**config.mk**
```make
export PLATFORM = sky130hd
export DESIGN_NAME = fetch_stage
export DESIGN_NICKNAME = d
export VERILOG_FILES = /design/src/rtl/fetch_stage.sv
export SDC_FILE = /design/constraint.sdc
export NUM_CORES = 1
export LEC_CHECK = 0
export CAP_MARGIN = 0
export CORE_ASPECT_RATIO = 1.5
export CORE_MARGIN = 1
export CORE_UTILIZATION = 68
export DETAILED_ROUTE_END_ITERATION = 8
export DONT_BUFFER_PORTS = 1
export PLACE_DENSITY = 0.93
export SLEW_MARGIN = 30
export SYNTH_ARGS = -nofsm -noshare
export SYNTH_HDL_FRONTEND = slang
export SYNTH_SLANG_ARGS = --single-unit
```
**constraint.sdc**
```tcl
create_clock -name clk -period 4.3 [get_ports clk]
set_input_delay 1.075 -clock clk [delete_from_list [all_inputs] [get_ports clk]]
set_output_delay 1.075 -clock clk [all_outputs]
set_load 0.01 [all_outputs]
```
**src/rtl/fetch_stage.sv**
```systemverilog
// Instruction-fetch stage plus IF/ID register: drives a synchronous instruction
// memory, presents the ID instruction and its register fields, honours stall and redirect.
module fetch_stage #(
  parameter int              AW       = 16,
  parameter logic [AW-1:0]   RESET_PC = '0
) (
  input  logic          clk,
  input  logic          rst_n,
  input  logic          halt,
  input  logic          br_taken,
  input  logic [AW-1:0] br_target,
  output logic [AW-1:0] imem_addr,
  input  logic [31:0]   imem_data,
  output logic          id_valid,
  output logic [AW-1:0] id_pc,
  output logic [31:0]   id_instr,
  output logic [5:0]    id_rs1,
  output logic [4:0]    id_rs2,
  output logic [5:0]    id_rd
);

  // id_valid qualifies the ID slot for one cycle; there is no ready back-pressure
  // other than halt, which holds the slot (and pc) until the edge after it drops.
  logic [AW-1:0] pc;
  logic [AW-1:0] fetch_pc;
  logic          fetch_valid;
  logic [31:0]   hold_instr;
  logic          hold_valid;
  logic [31:0]   id_word;

  always_ff @(posedge clk) begin
    if (!rst_n) begin
      pc          <= RESET_PC;
      fetch_pc    <= '0;
      fetch_valid <= 1'b0;
      hold_valid  <= 1'b0;
      hold_instr  <= '0;
    end else if (br_taken) begin
      pc          <= br_target;
      fetch_valid <= 1'b0;
      hold_valid  <= 1'b0;
    end else if (halt) begin
      // The memory output moves on after the first stall edge, so capture it once.
      if (!hold_valid) begin
        hold_instr <= imem_data;
        hold_valid <= 1'b1;
      end
    end else begin
      fetch_pc    <= pc;
      fetch_valid <= 1'b1;
      pc          <= pc + AW'(4);
      hold_valid  <= 1'b0;
    end
  end

  assign imem_addr = pc;
  assign id_pc     = fetch_pc;
  assign id_valid  = fetch_valid;

  // Bubbles present an all-zero word so downstream hazard checks see no registers.
  assign id_word  = hold_valid ? hold_instr : imem_data;
  assign id_instr = fetch_valid ? id_word : 32'd0;
  assign id_rs1   = id_instr[11:6];
  assign id_rs2   = id_instr[16:12];
  assign id_rd    = id_instr[31] ? 6'd0 : id_instr[5:0];

endmodule

```
Word-level counts from Yosys, hierarchy flattened
Index checks and enable logic that the tools add are counted.

Output and inout bits: 82. Logic and storage cells: 19. Flip-flop bits (word level): 66. Bits of input ports: 52.

Mux-type cells: 6. Bitwise logic cells: 3. Add/sub/neg operators: 1. Reductions and logical operators: 3. Equality and inequality tests: 1.

Operator list (count): two-way mux 32 bit (2); two-way mux 16 bit (2); adder 16 x 3 -> 16 bit (second input constant) (1); two-way mux 6 bit (1); AND reduction 2 bit (2); NOT 1 bit (3); != test 2 x 1 -> 1 bit (second input constant) (1); OR reduction 2 bit (1); two-way mux 1 bit (1).

Depth between registers and ports, before layout
Gate-level depths: netlist (run 1).

Depth after elaboration: 3. Mapped depth: 7. Gate-level depth less buffers: 5.

Least setup slack after synthesis (run 1)
OpenSTA, ideal clock, no wires.

Kind: input port to output port. Start: input port imem_data[31]. End: output port id_rd[0]. Required time: 3.225 ns. Path slack: 1.667 ns. Arrival time: 1.558 ns. Stages: 3. Buffers on the path: 0. Cell sequence: mux2i_1 -> nand2_1 -> nor2_1.

Longest elaborated chain between the ends: 3.

Ends and longest elaborated chain: start: declaration (line 13) `input logic [31:0] imem_data,`; two-way mux 32 bit; two-way mux 32 bit (line 62) `assign id_instr = fetch_valid ? id_word : 32'd0;`; two-way mux 6 bit (line 65) `assign id_rd = id_instr[31] ? 6'd0 : id_instr[5:0];`; end: declaration (line 19) `output logic [5:0] id_rd`.

Every way passes these cells.

Worst setup path after layout (run 1)
Start: register fetch_valid (netlist: id_valid). End: output port id_rs1[3].

Longest elaborated chain between the ends: 1.

Ends and longest elaborated chain: start: declaration (line 26) `logic fetch_valid;`; start signal: assignment (line 35) `fetch_valid <= 1'b0;`; start signal: assignment (line 40) `fetch_valid <= 1'b0;`; start signal: assignment (line 50) `fetch_valid <= 1'b1;`; two-way mux 32 bit (line 62); end: declaration (line 17) `output logic [5:0] id_rs1,`.

Every way passes these cells.

==> summary.md, run 1 <==
| Metric | Value |
|---|---|
| Die area | 0.00507 sq mm |
| Worst EP arrival | 2.12 ns |
| Setup tns final | 0 ns |
| Fillers | 348 |
| Clk root buf | clkbuf_8 |
| Max Slew Vio Count | 0 |
| Synth Instances | 407 |
| Area growth, synth to finish | 3.19% |
| RSZ-0062 raised after global routing | no |
| Clk_skew | 0.00682 ns |
| Met3 wire length | 470 um |
| IO Pins | 134 |
| Largest net degree at the start of global routing | 69 |
| CP Capture Type | output pin |
| Worst-case clock buffer depth | 2 |
| Vias per std cell | 5.86 |
| Port buffer count | 0 |
| Kind of critical path | flip-flop to output pin |
| Highest metal used | met4 |
| EDFF count, synth | 0 |
| Detail Route Antenna Nets | 0 |
| Rows | 30 |
| N_diodes | 0 |
| Pwr Density | 391 mW/mm^2 |
| Wl on met1 | 2520 um |
| Ys async rst share | 0% |
| Area after DPL | 0.00315 sq mm |
| Most frequent cell after synthesis | nand2_1 |
| Worst-Skew Late Latency | 0.33 ns |
| Final core occ | 74.0% |
| Antenna violations before repair | 0 |
| Slew margin rel. | 41.2% |
| CTS buffer count | 9 |
| CP Launch Type | flip-flop |
| Max-cap violations | 0 |
| Crit path required time | 3.22 ns |
| H-Tree Level Count | 3 |
| NumNets Final | 433 |
| Worst Tran Pin Value | 0.876 ns |
| Dominant cells by area after synthesis | dfxtp_1, nand2_1, a21boi_0 |
| # setup viols final | 0 |
| Yosys top cell by area | dfxtp_1 |
| Cell Area, Synth | 0.00326 sq mm |
| Post-synthesis register bit count | 66 |
| First-pass GRT wire length | 10700 um |
| Starting Density | 71.7% |
| Reg clk slew, reported paths | 0.07 ns |
| Starting DRC count in detailed routing | 123 |
| Tmin final | 3.19 ns |
| Predominant post-synthesis flop cell | dfxtp_1 |
| Multi-input combinational cell area | 0.00173 sq mm |
| CTS tree | done |
| Wire length on met2 | 3640 um |
| Fmax | 0.313 GHz |
| Layout cells sized above 1 | 5.73% |
| Status | complete, no violations |
| Avg Cell Area, Syn | 8.00 sq um |
| Final GP Congestion | 0.742 |
| Crit-path max FO | 33 |
| Post-CTS Resized | 0 |
| Post-synth top area share | 40.6% |
| Fin area | 0.00336 sq mm |
| Vias in the first global route | 2494 |
| Period utilization | 74.2% |
| TritonRoute pass-1 iters | 4 |
| Top cells by count, synth | nand2_1, dfxtp_1, a21boi_0 |
| Leakage dissipation | 1.17 nW |
| Sequential fraction of the synthesis area | 40.6% |
| Num Clock Sinks | 66 |
| # DRC | 0 |
| Post-CTS Hold Fix Bufs | 0 |
| Placeable Area | 0.00454 sq mm |
| Min-delay worst type | flip-flop to flip-flop |
| Post-CTS setup buffer count | 0 |
| Die Ht | 86.7 um |
| GRT Util Overall | 27.3% |
| Total of warnings raised by yosys | 0 |
| Synth unique cells | 36 |
| FF+latch area | 0.00132 sq mm |
| Die Wd | 58.5 um |
| GRT Residual Overflow | 0 |
| Placed wire-length estimate | 4710 um |
| Post-Route WL | 6840 um |
| Max IR drop VDD | 0.252 mV |
| Final Hold Viols | 0 |
| Routed len/inst | 15.3 um |
| Post-Syn Nets | 460 |
| Via count | 2624 |
per-layer routing:
metal  global-route usage [%]  vias to the layer above
met1                     27.7                     1214
met2                     48.8                      106
li1                         -                     1286
met3                     6.42                       18
met5                        0                        -
met4                     17.3                        0
flip-flops by register name, indices dropped and copies added (netlist names):
register    count
hold_valid      1
id_valid        1
imem_addr      16
id_pc          16
hold_instr     32
kinds of logic after synthesis:
kind of cell | Yosys count | synth area share [%]
AOI/OAI and AO/OA | 72 | 15.5
xor gates and xnor gates | 9 | 2.42
adders and majority gates | 1 | 0.384
buffers and inverters | 43 | 6.46
DFF | 66 | 40.6
muxes | 35 | 10.8
and+or+nand+nor | 181 | 23.9
layout make-up:
type / instances / share of cell area [%]
Multi-Input combinational cell: 298 / 51.5
Sequential cell: 66 / 39.4
Clock buffer: 13 / 5.03
Clock inverter: 2 / 1.04
Tap cell: 64 / 2.38
Timing Repair Buffer: 1 / 0.223
Inverter: 4 / 0.447
layout by cell type (no fill, tap or decap), drive strengths merged, types with 3 or more instances in the layout:
master | Yosys | layout
clkbuf | 22 | 13
nand2b | 3 | 3
dfxtp | 66 | 66
and2 | 5 | 5
nor4 | 4 | 4
a21oi | 8 | 8
nor2b | 3 | 3
xor2 | 4 | 4
nand2 | 106 | 106
a21boi | 48 | 48
xnor2 | 5 | 5
clkinv | 1 | 3
nand3 | 6 | 6
mux2i | 35 | 35
nor2 | 41 | 41
o21ai | 9 | 9
path summary, 6_finish.rpt:
path / start / endpoint / slack (ns) / depth (start not counted)
worst min-delay path: hold_instr[18] / hold_instr[18] / 0.46 / 2
worst max-delay path: id_valid / id_rs1[3] / 1.11 / 2
worst min register to register: hold_instr[18] / hold_instr[18] / 0.46 / 2
worst max register to register: imem_addr[4] / imem_addr[11] / 2.49 / 4
where the power goes:
| group | switching (mW) | internal [mW] | leakage, nW |
|---|---|---|---|
| Sequential | 0.0382 | 0.641 | 0.541 |
| Clock | 0.215 | 0.312 | 0.106 |
| Combinational | 0.0628 | 0.0470 | 0.525 |
per-stage QoR:
stage	setup WS, ns	hold slack (ns)	power [mW]	instances
2_1_floorplan	1.67	0.443	0.794	407
3_3_place_gp	1.62	0.448	0.797	433
3_5_place_dp	1.59	0.456	0.803	433
4_1_cts	1.34	0.465	1.33	448
5_1_grt	0.909	0.479	1.37	448
6_report	1.11	0.461	1.32	448
critical path: stages (launching register included):
cell	delay, ns
dfxtp_1	0.42
clkinv_1	0.73
nor2_1	0.64
No activity file was read; power rests on OpenSTA's default activity.
==> run 2, diff against run 1 <==
Settings changed: CORE_UTILIZATION 68 to 57, PLACE_DENSITY 0.93 to 0.84.
Clock period 4.3 ns to 2.66 ns, I/O delays scaled along.
==> run 2 against run 1 <==
Effect of this change: setup slack got worse by 0.83 ns; via count fell by 0.65%; register-to-register slack got worse by 1.7 ns; clock-buffer cell count fell by 1; clock skew rose by 0.0021 ns; global-route usage fell by 4.7 points; core utilization fell by 12 points; routed wire length fell by 2.2%; critical endpoint is now id_instr[11]; largest cell class unchanged; highest routed layer unchanged.
==> summary.md, run 2 (same netlist as run 1, synthesis figures left out) <==
| Metric | Value |
|---|---|
| Pwr Density | 657 mW/mm^2 (+68%) |
| Die Wd | 63.7 um (+8.9%) |
| H-Tree Level Count | 3 (unchanged) |
| # setup viols final | 0 (unchanged) |
| Fmax | 0.420 GHz |
| IO Pins | 134 (unchanged) |
| Slew margin rel. | 38.6% (-2.6 points) |
| Tmin final | 2.38 ns |
| Clk root buf | clkbuf_8 |
| Max-cap violations | 0 (unchanged) |
| Area after DPL | 0.00318 sq mm (+0.83%) |
| N_diodes | 0 (unchanged) |
| Top reg by flops | hold_instr |
| PnR Total Power | 2.24 mW (+71%) |
| Kind of critical path | flip-flop to output pin |
| Largest net degree at the start of global routing | 69 (unchanged) |
| Starting DRC count in detailed routing | 112 (-8.9%) |
| Die area | 0.00602 sq mm (+19%) |
| Comb pwr share | 8.1% (-0.2 points) |
| RSZ-0062 raised after global routing | no |
| # DRC | 0 (unchanged) |
| Rows | 33 (+10%) |
| Switching part of the total | 23.4% (-0.55 points) |
| Reg power frac | 48.7% (-3.0 points) |
| CP Launch Type | flip-flop |
| Vias in the first global route | 2416 (-3.1%) |
| Die Ht | 94.6 um (+9.0%) |
| Via count | 2607 (-0.65%) |
| GRT Util Overall | 22.6% (-4.7 points) |
| Worst Tran Pin Value | 0.920 ns (+0.0442 ns) |
| Post-CTS Hold Fix Bufs | 0 (unchanged) |
| Worst-case clock buffer depth | 2 (unchanged) |
| Critical-path cell list | inv_1, nor2_1 |
| Min-delay worst type | input port to flip-flop |
| CP Capture Type | output pin |
| GRT Residual Overflow | 0 (unchanged) |
| Crit path required time | 2.00 ns (-1.22 ns) |
| TritonRoute pass-1 iters | 4 (unchanged) |
| Leakage dissipation | 1.20 nW (+2.4%) |
| Routed len/inst | 14.6 um (-4.3%) |
| Clock power share | 43.2% (+3.2 points) |
| Post-Route WL | 6690 um (-2.2%) |
| Status | complete, no violations |
| Period utilization | 89.6% |
| Worst-Skew Late Latency | 0.34 ns (about the same) |
| Num Clock Sinks | 66 (unchanged) |
| First-pass GRT wire length | 10600 um (-0.97%) |
| Buf+Inv Stages, Crit Path | 1 (unchanged) |
| Setup tns final | 0 ns (unchanged) |
| Crit-path max FO | 33 (unchanged) |
| Port buffer count | 0 (unchanged) |
| Crit path max-delay family | simple AND/OR/NAND/NOR gates |
| Max Slew Vio Count | 0 (unchanged) |
| Fillers | 515 (+48%) |
| Post-CTS setup buffer count | 0 (unchanged) |
| Detail Route Antenna Nets | 0 (unchanged) |
| Clk_skew | 0.00888 ns (+0.00206 ns) |
| Layout cells sized above 1 | 6.19% (+0.46 points) |
| P_sw | 0.526 mW (+67%) |
| Antenna violations before repair | 0 (unchanged) |
| Placed wire-length estimate | 4690 um (-0.42%) |
| Most frequent cells in the layout | nand2_1, dfxtp_1, a21boi_0 |
| CTS buffer count | 9 (unchanged) |
| CP peak stage delay | 0.51 ns (-0.22 ns) |
| Worst EP arrival | 1.72 ns (-0.40 ns) |
| Most common cell after layout, fill and taps aside | nand2_1 |
| Internal power | 1.72 mW (+72%) |
| Placeable Area | 0.00549 sq mm (+21%) |
| Slowest CP cell | nor2_1 |
| Vias per std cell | 5.69 (-2.8%) |
| Max reg flops | 32 (unchanged) |
| Final GP Congestion | 0.746 (+0.50%) |
| Fin area | 0.00342 sq mm (+1.7%) |
| Max IR drop VDD | 0.615 mV (+140%) |
| CTS tree | done |
| NumNets Final | 436 (+0.69%) |
| Final Hold Viols | 0 (unchanged) |
| Post-CTS Resized | 0 (unchanged) |
| Starting Density | 59.3% (-12 points) |
| Reg clk slew, reported paths | 0.06 ns (about the same) |
| Area growth, synth to finish | 4.96% |
-- run 2: cell type report --
cell class	instances	area, sq um	share of cell area (%)
clock buffers	12	165	4.83
clock inverters	4	72.6	2.12
inverters	4	15.0	0.439
multi-input cells	298	1720	50.5
flip-flops and latches	66	1320	38.7
well taps	70	87.6	2.56
repair buffers	4	30.0	0.879
-- run 2: stage by stage --
stage	util, %	cells	hold WS, ns	setup WS [ns]
2_1_floorplan	-	407	0.443	0.744
3_3_place_gp	57.9	442	0.449	0.642
3_5_place_dp	57.9	442	0.458	0.602
4_1_cts	62.2	458	0.408	0.233
5_1_grt	62.2	458	0.418	0.125
6_report	62.2	458	0.423	0.277
-- run 2: power by group through the flow --
stage                     Combinational, mW  Clock, mW  Sequential [mW]
after floorplan                       0.182          0             1.10
after global placement                0.178          0             1.11
after detailed placement              0.184          0             1.12
after CTS                             0.185      0.988             1.09
after global routing                  0.206       1.03             1.10
final                                 0.182      0.968             1.09
-- run 2: path summary, 6_finish.rpt --
check                  from  depth (start not counted)  slack (ns)              to
max                id_valid                          2        0.28    id_instr[11]
min                    halt                          1        0.42        id_valid
max reg2reg    imem_addr[4]                          4        0.84   imem_addr[11]
min reg2reg  hold_instr[27]                          2        0.46  hold_instr[27]
-- run 2: metal layers --
| layer | up-vias | share of wire, % | GRT usage [%] |
|---|---|---|---|
| met2 | 106 | 52 | 41.4 |
| met4 | 0 | 2.6 | 13.3 |
| met3 | 17 | 6.1 | 6.16 |
| met5 | - | 0 | 0 |
| met1 | 1188 | 39 | 22.4 |
| li1 | 1296 | - | - |
-- run 2: worst register-to-register path, delay by kind of cell, from the launching register on --
kind,cells,cell delay [ns]
flops,1,0.50
simple gates,4,1.26
